File: src/rtl/lc3_execute.sv
// rtl/lc3_execute.sv - LC3 execute stage: ALU, address generation, operand bypass, result registers
//
// Purpose:
//   Takes the decode bundle (E_control, W_control, Mem_control, IR, npc_out) plus
//   register-file read data, computes the ALU result and the PC/base-relative
//   address, and registers everything for the memory-access / writeback stages.
//   Also drives the register-file source addresses combinationally.
//
// Configuration macro:
//   EXECUTE_BYPASS_EN  defined     -> operands may be forwarded from the registered
//                                     aluout or from Mem_Bypass_Val
//                      not defined -> operands are VSR1/VSR2 only; bypass inputs ignored
//
// Ports:
//   clock, reset (sync, active-high), enable_execute (load enable)
//   E_control {alu_control[1:0], pcselect1[1:0], pcselect2, op2select}
//   W_control, Mem_control, IR, npc_out        decode bundle
//   VSR1, VSR2                                 register-file read data
//   bypass_alu_1/2, bypass_mem_1/2, Mem_Bypass_Val   operand forwarding controls/data
//   aluout, pcout, M_Data, dr, W_Control_out, Mem_Control_out, IR_Exec, NZP   registered
//   sr1, sr2                                   combinational source register addresses

module lc3_execute #(
  parameter int DW = 16
) (
  input  logic          clock,
  input  logic          reset,
  input  logic          enable_execute,
  input  logic [5:0]    E_control,
  input  logic [1:0]    W_control,
  input  logic          Mem_control,
  input  logic [DW-1:0] IR,
  input  logic [DW-1:0] npc_out,
  input  logic [DW-1:0] VSR1,
  input  logic [DW-1:0] VSR2,
  input  logic          bypass_alu_1,
  input  logic          bypass_alu_2,
  input  logic          bypass_mem_1,
  input  logic          bypass_mem_2,
  input  logic [DW-1:0] Mem_Bypass_Val,
  output logic [DW-1:0] aluout,
  output logic [DW-1:0] pcout,
  output logic [DW-1:0] M_Data,
  output logic [2:0]    dr,
  output logic [1:0]    W_Control_out,
  output logic          Mem_Control_out,
  output logic [DW-1:0] IR_Exec,
  output logic [2:0]    NZP,
  output logic [2:0]    sr1,
  output logic [2:0]    sr2
);

  localparam logic [3:0] OP_BR  = 4'b0000;
  localparam logic [3:0] OP_ADD = 4'b0001;
  localparam logic [3:0] OP_LD  = 4'b0010;
  localparam logic [3:0] OP_ST  = 4'b0011;
  localparam logic [3:0] OP_AND = 4'b0101;
  localparam logic [3:0] OP_LDR = 4'b0110;
  localparam logic [3:0] OP_STR = 4'b0111;
  localparam logic [3:0] OP_NOT = 4'b1001;
  localparam logic [3:0] OP_LDI = 4'b1010;
  localparam logic [3:0] OP_STI = 4'b1011;
  localparam logic [3:0] OP_JMP = 4'b1100;
  localparam logic [3:0] OP_LEA = 4'b1110;

  logic [1:0] alu_control;
  logic [1:0] pcselect1;
  logic       pcselect2;
  logic       op2select;
  logic [3:0] opcode;

  assign alu_control = E_control[5:4];
  assign pcselect1   = E_control[3:2];
  assign pcselect2   = E_control[1];
  assign op2select   = E_control[0];
  assign opcode      = IR[15:12];

  logic [DW-1:0] aluout_q, aluout_d;
  logic [DW-1:0] pcout_q, pcout_d;
  logic [DW-1:0] mdata_q, mdata_d;
  logic [2:0]    dr_q, dr_d;
  logic [1:0]    wctl_q;
  logic          memctl_q;
  logic [DW-1:0] ir_q;
  logic [2:0]    nzp_q, nzp_d;

  // Stores read the data register through the second port, so sr2 follows IR[11:9].
  assign sr1 = IR[8:6];
  assign sr2 = (opcode == OP_ST || opcode == OP_STR || opcode == OP_STI) ? IR[11:9] : IR[2:0];

  logic [DW-1:0] operand1, operand2;

`ifdef EXECUTE_BYPASS_EN
  // ALU forwarding is the younger value, so it wins over the memory-stage value.
  always_comb begin
    operand1 = VSR1;
    if (bypass_alu_1)      operand1 = aluout_q;
    else if (bypass_mem_1) operand1 = Mem_Bypass_Val;
    operand2 = VSR2;
    if (bypass_alu_2)      operand2 = aluout_q;
    else if (bypass_mem_2) operand2 = Mem_Bypass_Val;
  end
`else
  logic unused_bypass;
  assign unused_bypass = ^{bypass_alu_1, bypass_alu_2, bypass_mem_1, bypass_mem_2, Mem_Bypass_Val};
  assign operand1 = VSR1;
  assign operand2 = VSR2;
`endif

  logic [DW-1:0] op2, alu_res, offset, base, addr;

  assign op2 = op2select ? operand2 : {{(DW-5){IR[4]}}, IR[4:0]};

  always_comb begin
    alu_res = '0;
    case (alu_control)
      2'b00:   alu_res = operand1 + op2;
      2'b01:   alu_res = operand1 & op2;
      2'b10:   alu_res = ~operand1;
      default: alu_res = '0;
    endcase
  end

  always_comb begin
    offset = '0;
    case (pcselect1)
      2'b00:   offset = {{(DW-11){IR[10]}}, IR[10:0]};
      2'b01:   offset = {{(DW-9){IR[8]}}, IR[8:0]};
      2'b10:   offset = {{(DW-6){IR[5]}}, IR[5:0]};
      default: offset = '0;
    endcase
  end

  assign base = pcselect2 ? npc_out : operand1;
  assign addr = base + offset;

  always_comb begin
    aluout_d = aluout_q;
    pcout_d  = addr;
    mdata_d  = operand2;
    dr_d     = 3'b000;
    nzp_d    = 3'b000;
    case (opcode)
      OP_ADD, OP_AND, OP_NOT: begin
        aluout_d = alu_res;
        dr_d     = IR[11:9];
      end
      OP_LEA: begin
        aluout_d = addr;
        dr_d     = IR[11:9];
      end
      OP_LD, OP_LDR, OP_LDI: dr_d = IR[11:9];
      OP_BR:  nzp_d = IR[11:9];
      OP_JMP: nzp_d = 3'b111;
      default: ;
    endcase
  end

  always_ff @(posedge clock) begin
    if (reset) begin
      aluout_q <= '0;
      pcout_q  <= '0;
      mdata_q  <= '0;
      dr_q     <= '0;
      wctl_q   <= '0;
      memctl_q <= 1'b0;
      ir_q     <= '0;
      nzp_q    <= '0;
    end else if (enable_execute) begin
      aluout_q <= aluout_d;
      pcout_q  <= pcout_d;
      mdata_q  <= mdata_d;
      dr_q     <= dr_d;
      wctl_q   <= W_control;
      memctl_q <= Mem_control;
      ir_q     <= IR;
      nzp_q    <= nzp_d;
    end
  end

  assign aluout          = aluout_q;
  assign pcout           = pcout_q;
  assign M_Data          = mdata_q;
  assign dr              = dr_q;
  assign W_Control_out   = wctl_q;
  assign Mem_Control_out = memctl_q;
  assign IR_Exec         = ir_q;
  assign NZP             = nzp_q;

endmodule
File: config.mk
export PLATFORM = sky130hd
export DESIGN_NAME = lc3_execute
export DESIGN_NICKNAME = d
export VERILOG_FILES = /design/src/rtl/lc3_execute.sv
export SDC_FILE = /design/constraint.sdc
export NUM_CORES = 1
export LEC_CHECK = 0
export CORE_ASPECT_RATIO = 1.2
export CORE_UTILIZATION = 49
export CTS_CLUSTER_SIZE = 20
export DETAILED_ROUTE_END_ITERATION = 8
export GPL_TIMING_DRIVEN = 0
export PLACE_DENSITY = 0.95
export SLEW_MARGIN = 0
export SYNTH_ARGS = -nofsm -noshare
export SYNTH_HDL_FRONTEND = slang
export SYNTH_SLANG_ARGS = --single-unit
File: constraint.sdc
create_clock -name clock -period 9.72 [get_ports clock]
set_input_delay 1.458 -clock clock [delete_from_list [all_inputs] [get_ports clock]]
set_output_delay 1.458 -clock clock [all_outputs]
set_load 0.05 [all_outputs]
# ---- Word level (Yosys, flattened, before mapping)
# Cells that the tools add are included.
dict set report word_totals {
  reg_bits 73
  word_cells 44
}
dict set report classes {
  addsub 2
  eq_ne 15
  mux 8
  n_bitwise 2
  n_reduce_logical 9
}
# cell n
set op_table {}
lappend op_table {{$pmux W16 S3} 2}
lappend op_table {{$add A16 B16 Y16} 2}
lappend op_table {{$mux W16} 2}
lappend op_table {{$pmux W16 S2} 1}
lappend op_table {{$eq A4 B4 Y1 const B} 5}
lappend op_table {{$and A16 B16 Y16} 1}
lappend op_table {{$not A16 Y16} 1}
lappend op_table {{$eq A4 B3 Y1 const B} 3}
lappend op_table {{$eq A4 B2 Y1 const B} 2}
lappend op_table {{$reduce_or A7 Y1} 1}
lappend op_table {{$mux W3} 2}
lappend op_table {{$pmux W3 S2} 1}
lappend op_table {{$eq A2 B1 Y1 const B} 2}
lappend op_table {{$eq A2 B2 Y1 const B} 2}
lappend op_table {{$eq A4 B1 Y1 const B} 1}
lappend op_table {{$logic_not A2 Y1} 2}
lappend op_table {{$logic_not A4 Y1} 1}
lappend op_table {{$reduce_or A3 Y1} 1}
lappend op_table {{$logic_or A1 B1 Y1} 2}
lappend op_table {{$reduce_and A2 Y1} 1}
lappend op_table {{$reduce_bool A2 Y1} 1}

# ---- Depth between registers and ports, before layout
dict set report logic_depth {
  word_depth 4
  ltp_mapped 14
}

# ---- Worst setup path after synthesis
# Ideal clock, no wire load.
dict set report synth_timing {
  path_kind {in2reg}
  startpoint {in E_control[1]}
  endpoint {reg aluout_q[14], in the netlist aluout[14]}
  setup_ns 0.096
  arrival_ns 4.008
  required_time_ns 9.624
  path_slack_ns 5.616
  cell_stages 14
  path_buffers 2
  cell_sequence {buf_2 buf_1 mux2_2 ha_1 inv_1 fa_1 nor2b_1 o31ai_2 a21oi_1 o31ai_2 a21oi_1 xor2_1 nor2_1 o41ai_2}
}
dict set report synth_between {
  elab_chain_cells 3
}
# item line_no
set synth_rtl {}
lappend synth_rtl {{start: declaration} 29} ;# input logic [5:0] E_control,
lappend synth_rtl {{$mux W16} 134} ;# assign base = pcselect2 ? npc_out : operand1;
lappend synth_rtl {{$add A16 B16 Y16} 135} ;# assign addr = base + offset;
lappend synth_rtl {{$pmux W16 S2} 143} ;# case (opcode)
lappend synth_rtl {{end signal: assignment} 170} ;# aluout_q <= aluout_d;
lappend synth_rtl {{end: declaration} 78} ;# logic [DW-1:0] aluout_q, aluout_d;
# Every way passes these cells.
# A chain may end at the register's enable or synchronous reset.

# ---- Final worst setup path
dict set report layout_timing {
  startpoint {in IR[15]}
  endpoint {out sr2[2]}
}
dict set report layout_between {
  elab_chain_cells 4
  word_cells_on_any_way 6
  cone_classes {eq/ne: 3; mux: 1; reduce/logical: 2}
}
# item line_no
set layout_rtl {}
lappend layout_rtl {{start: declaration} 32} ;# input logic [DW-1:0] IR,
lappend layout_rtl {{$eq A4 B2 Y1 / $eq A4 B3 Y1 (equally long branches)} 89} ;# assign sr2 = (opcode == OP_ST || opcode == OP_STR || opcode == OP_STI) ? IR[11:9] : IR[2:0];
lappend layout_rtl {{$logic_or A1 B1 Y1} 89}
lappend layout_rtl {{$logic_or A1 B1 Y1 *} 89}
lappend layout_rtl {{$mux W3 *} 89}
lappend layout_rtl {{end: declaration} 50} ;# output logic [2:0] sr2
# Every way passes the cells marked *; elsewhere a longest branch is shown, timed or not.

==> flow_metrics.py <==
metrics = {
    "logic_synthesis": {
        "ys_ff_latch": 73,
        "ys_seq_area_share_pct": 29.80,
        "synth_cell_types": 57,
        "synth_warnings": 0,
        "synth-edff-count": 0,
        "ys.flop_type": "dfxtp_1",
        "synthArstFlopShare_pct": 0,
        "syn-num-nets": 711,
        "synthCells": 582,
        "avgSynthCellArea_um2": 8.425,
        "syn_area_um2": 4903,
    },
    "worst_hold_path": {
        "holdPathStages": 2,
        "holdCritPathClass": "reg2reg",
    },
    "finish": {
        "finalInstanceArea_um2": 6880,
        "fin_cells": 871,
        "antenna_cells": 0,
        "syn2layout_area_growth_pct": 40.32,
        "drive_above_1_share_pct": 8.155,
        "finalNetCount": 872,
    },
    "worst_setup_path": {
        "path_delay_family": "buffers and inverters",
        "cp.buffers_inverters": 2,
        "crit_chain": "clkdlybuf4s50_1 > nand2_1 > nand3_1 > mux2_2 > clkdlybuf4s50_1",
        "cp_max_fo": 4,
        "crit_path_start_kind": "input pin",
        "crit_cells": 5,
        "crit_required_ns": 8.26,
        "crit_top_cell": "clkdlybuf4s50_1",
        "cp_slowest_cell": "clkdlybuf4s50_1",
        "cp-end-kind": "output pin",
        "worst-setup-path-type": "in2out",
        "critPathMaxStageDelay_ns": 0.70,
        "rr_worst_depth": 3,
        "critPathArrivalTime_ns": 3.39,
    },
    "timing": {
        "worstMarginPinSlew_ns": 0.8382,
        "fin_crit_ns": 4.850,
        "rsz0062_at_grt": "false",
        "finalClockSkew_ns": 0,
        "fmax_mhz": 206.2,
        "drv_slew": 0,
        "setup_violations": 0,
        "finalHoldViolCount": 0,
        "timing.final.crit_share_pct": 49.89,
        "worst_hold_slack_ns": 0.4720,
        "finalSetupTns_ns": 0,
        "maxSlewHeadroom_pct": 44.12,
    },
    "clock_tree": {
        "clkSlewWorstSetupHoldPaths_ns": 0.06,
        "cts-root-buf": "clkbuf_16",
        "cts_tree": "done",
        "postCtsSetupRepairBufs": 0,
        "cts-hold-fix-buffers": 0,
        "clk_path_buf_depth": 2,
        "clock_sinks": 73,
        "cts_made_buffers": 9,
        "clock_latency_ns": 0.34,
        "htree_levels": 3,
        "cts-resized-gates": 0,
    },
    "detailed_routing": {
        "drtIter0Drc": 378,
        "antenna_left": 0,
        "dr.pass1.iters": 5,
        "drt-vias-per-instance": 5.831,
        "totalWireLength_um": 16330,
        "post-route-drc-count": 0,
        "vias": 5079,
        "wl_per_cell_um": 18.75,
    },
    "global_routing": {
        "grt_use_total_pct": 31.48,
        "grt_pass1_wl_um": 25300,
        "overflow": 0,
        "grt_pass1_vias": 5116,
        "antenna_found_initial": 0,
        "grt_max_degree": 13,
    },
    "floorplanning": {
        "core_area_um2": 9613,
        "num_rows": 39,
        "initial_core_util_pct": 51.01,
        "die_h_um": 111.6,
        "ios": 175,
        "die-area_um2": 10410,
        "die_w_um": 93.32,
    },
    "placement": {
        "gp_congestion": 0.8991,
        "placed_area_um2": 6559,
        "port_buffers": 150,
        "hpwl_um": 12620,
        "dpl.cell_count": 855,
    },
    "power_and_ir_drop": {
        "powerDensity_nw_per_um2": 160.6,
        "power.leakage_nw": 2.914,
        "total_power_mw": 1.105,
        "ir_drop_mv": 0.1199,
    },
    "status": {
        "run_status": "finished clean",
    },
    "flow_run": {
        "drv_cap": 0,
    },
}
sequential cells by signal, indices dropped and copies added (netlist names):
signal / cells
aluout: 16
IR_Exec: 16
Mem_Control_out: 1
dr: 3
W_Control_out: 2
NZP: 3
M_Data: 16
pcout: 16
logic make-up (layout without fill, tap and decap cells):
group,Yosys count,after routing,share of synthesized area [%]
and+or+nand+nor,180,180,16.23
AOI/OAI and AO/OA,149,149,20.29
muxes,76,76,16.13
DFF,73,73,29.80
buffers and inverters,44,210,3.853
adders and majority gates,33,33,8.727
xor gates and xnor gates,27,27,4.976
layout by cell type (no fill, tap or decap), types with 15 or more instances in the layout:
cell type,count
a21o_1,15
a21oi_1,53
clkbuf_1,20
clkdlybuf4s50_1,150
dfxtp_1,73
ha_1,31
mux2_2,24
mux2i_1,52
nand2_1,48
nor2_1,82
o21ai_0,19
stage by stage:
stage	setup slack (ns)	utilization, %
4_1_cts	4.884	71.57
3_3_place_gp	4.920	68.23
3_5_place_dp	4.894	68.23
6_report	4.870	71.57
2_1_floorplan	5.616	-
5_1_grt	4.823	71.57
worst paths after layout:
kind              from        end  slack (ns)
min reg2reg  aluout[0]  aluout[0]        0.47
min          aluout[0]  aluout[0]        0.47
max             IR[15]     sr2[2]        4.87
max reg2reg      dr[2]      dr[2]        8.93
Yosys cell counts (9+ instances only):
| cell type | n | area, um^2 |
|---|---|---|
| nor2_1 | 82 | 307.8 |
| dfxtp_1 | 73 | 1461 |
| a21oi_1 | 53 | 265.3 |
| mux2i_1 | 52 | 520.5 |
| nand2_1 | 48 | 180.2 |
| ha_1 | 31 | 387.9 |
| mux2_2 | 24 | 270.3 |
| clkbuf_1 | 19 | 71.32 |
| o21ai_0 | 19 | 95.09 |
| a21o_1 | 15 | 112.6 |
| xnor2_1 | 13 | 113.9 |
| xor2_1 | 13 | 113.9 |
| a211oi_1 | 11 | 82.58 |
| inv_1 | 10 | 37.54 |
| nor2b_1 | 10 | 62.56 |
| nand3_1 | 9 | 45.04 |
| o211ai_1 | 9 | 67.56 |
worst min-delay path: stages, from the launching register on:
cell and delay, ns:
dfxtp_1 0.31, nand2_1 0.06, a21oi_1 0.06
layout make-up:
cell class	count	area (um^2)
multi-input cells	465	3253
fillers	733	2733
repair buffers	150	1501
flip-flops and latches	73	1461
clock buffers	11	242.7
well taps	123	153.9
plain buffers	34	151.4
clock inverters	5	78.83
inverters	10	37.54
per-layer routing:
layer / share of wire (%) / up-vias / global-route usage (%)
met1: 38 / 2365 / 35.86
met5: 0 / - / 0
met2: 48 / 254 / 53.09
met4: 5.6 / 0 / 17.85
met3: 7.9 / 63 / 7.787
li1: - / 2397 / -
report_power, final:
part	switching [mW]	internal [mW]
registers	0.0122	0.321
logic	0.243	0.162
clock network	0.135	0.231
No activity file was read; power rests on OpenSTA's default activity.
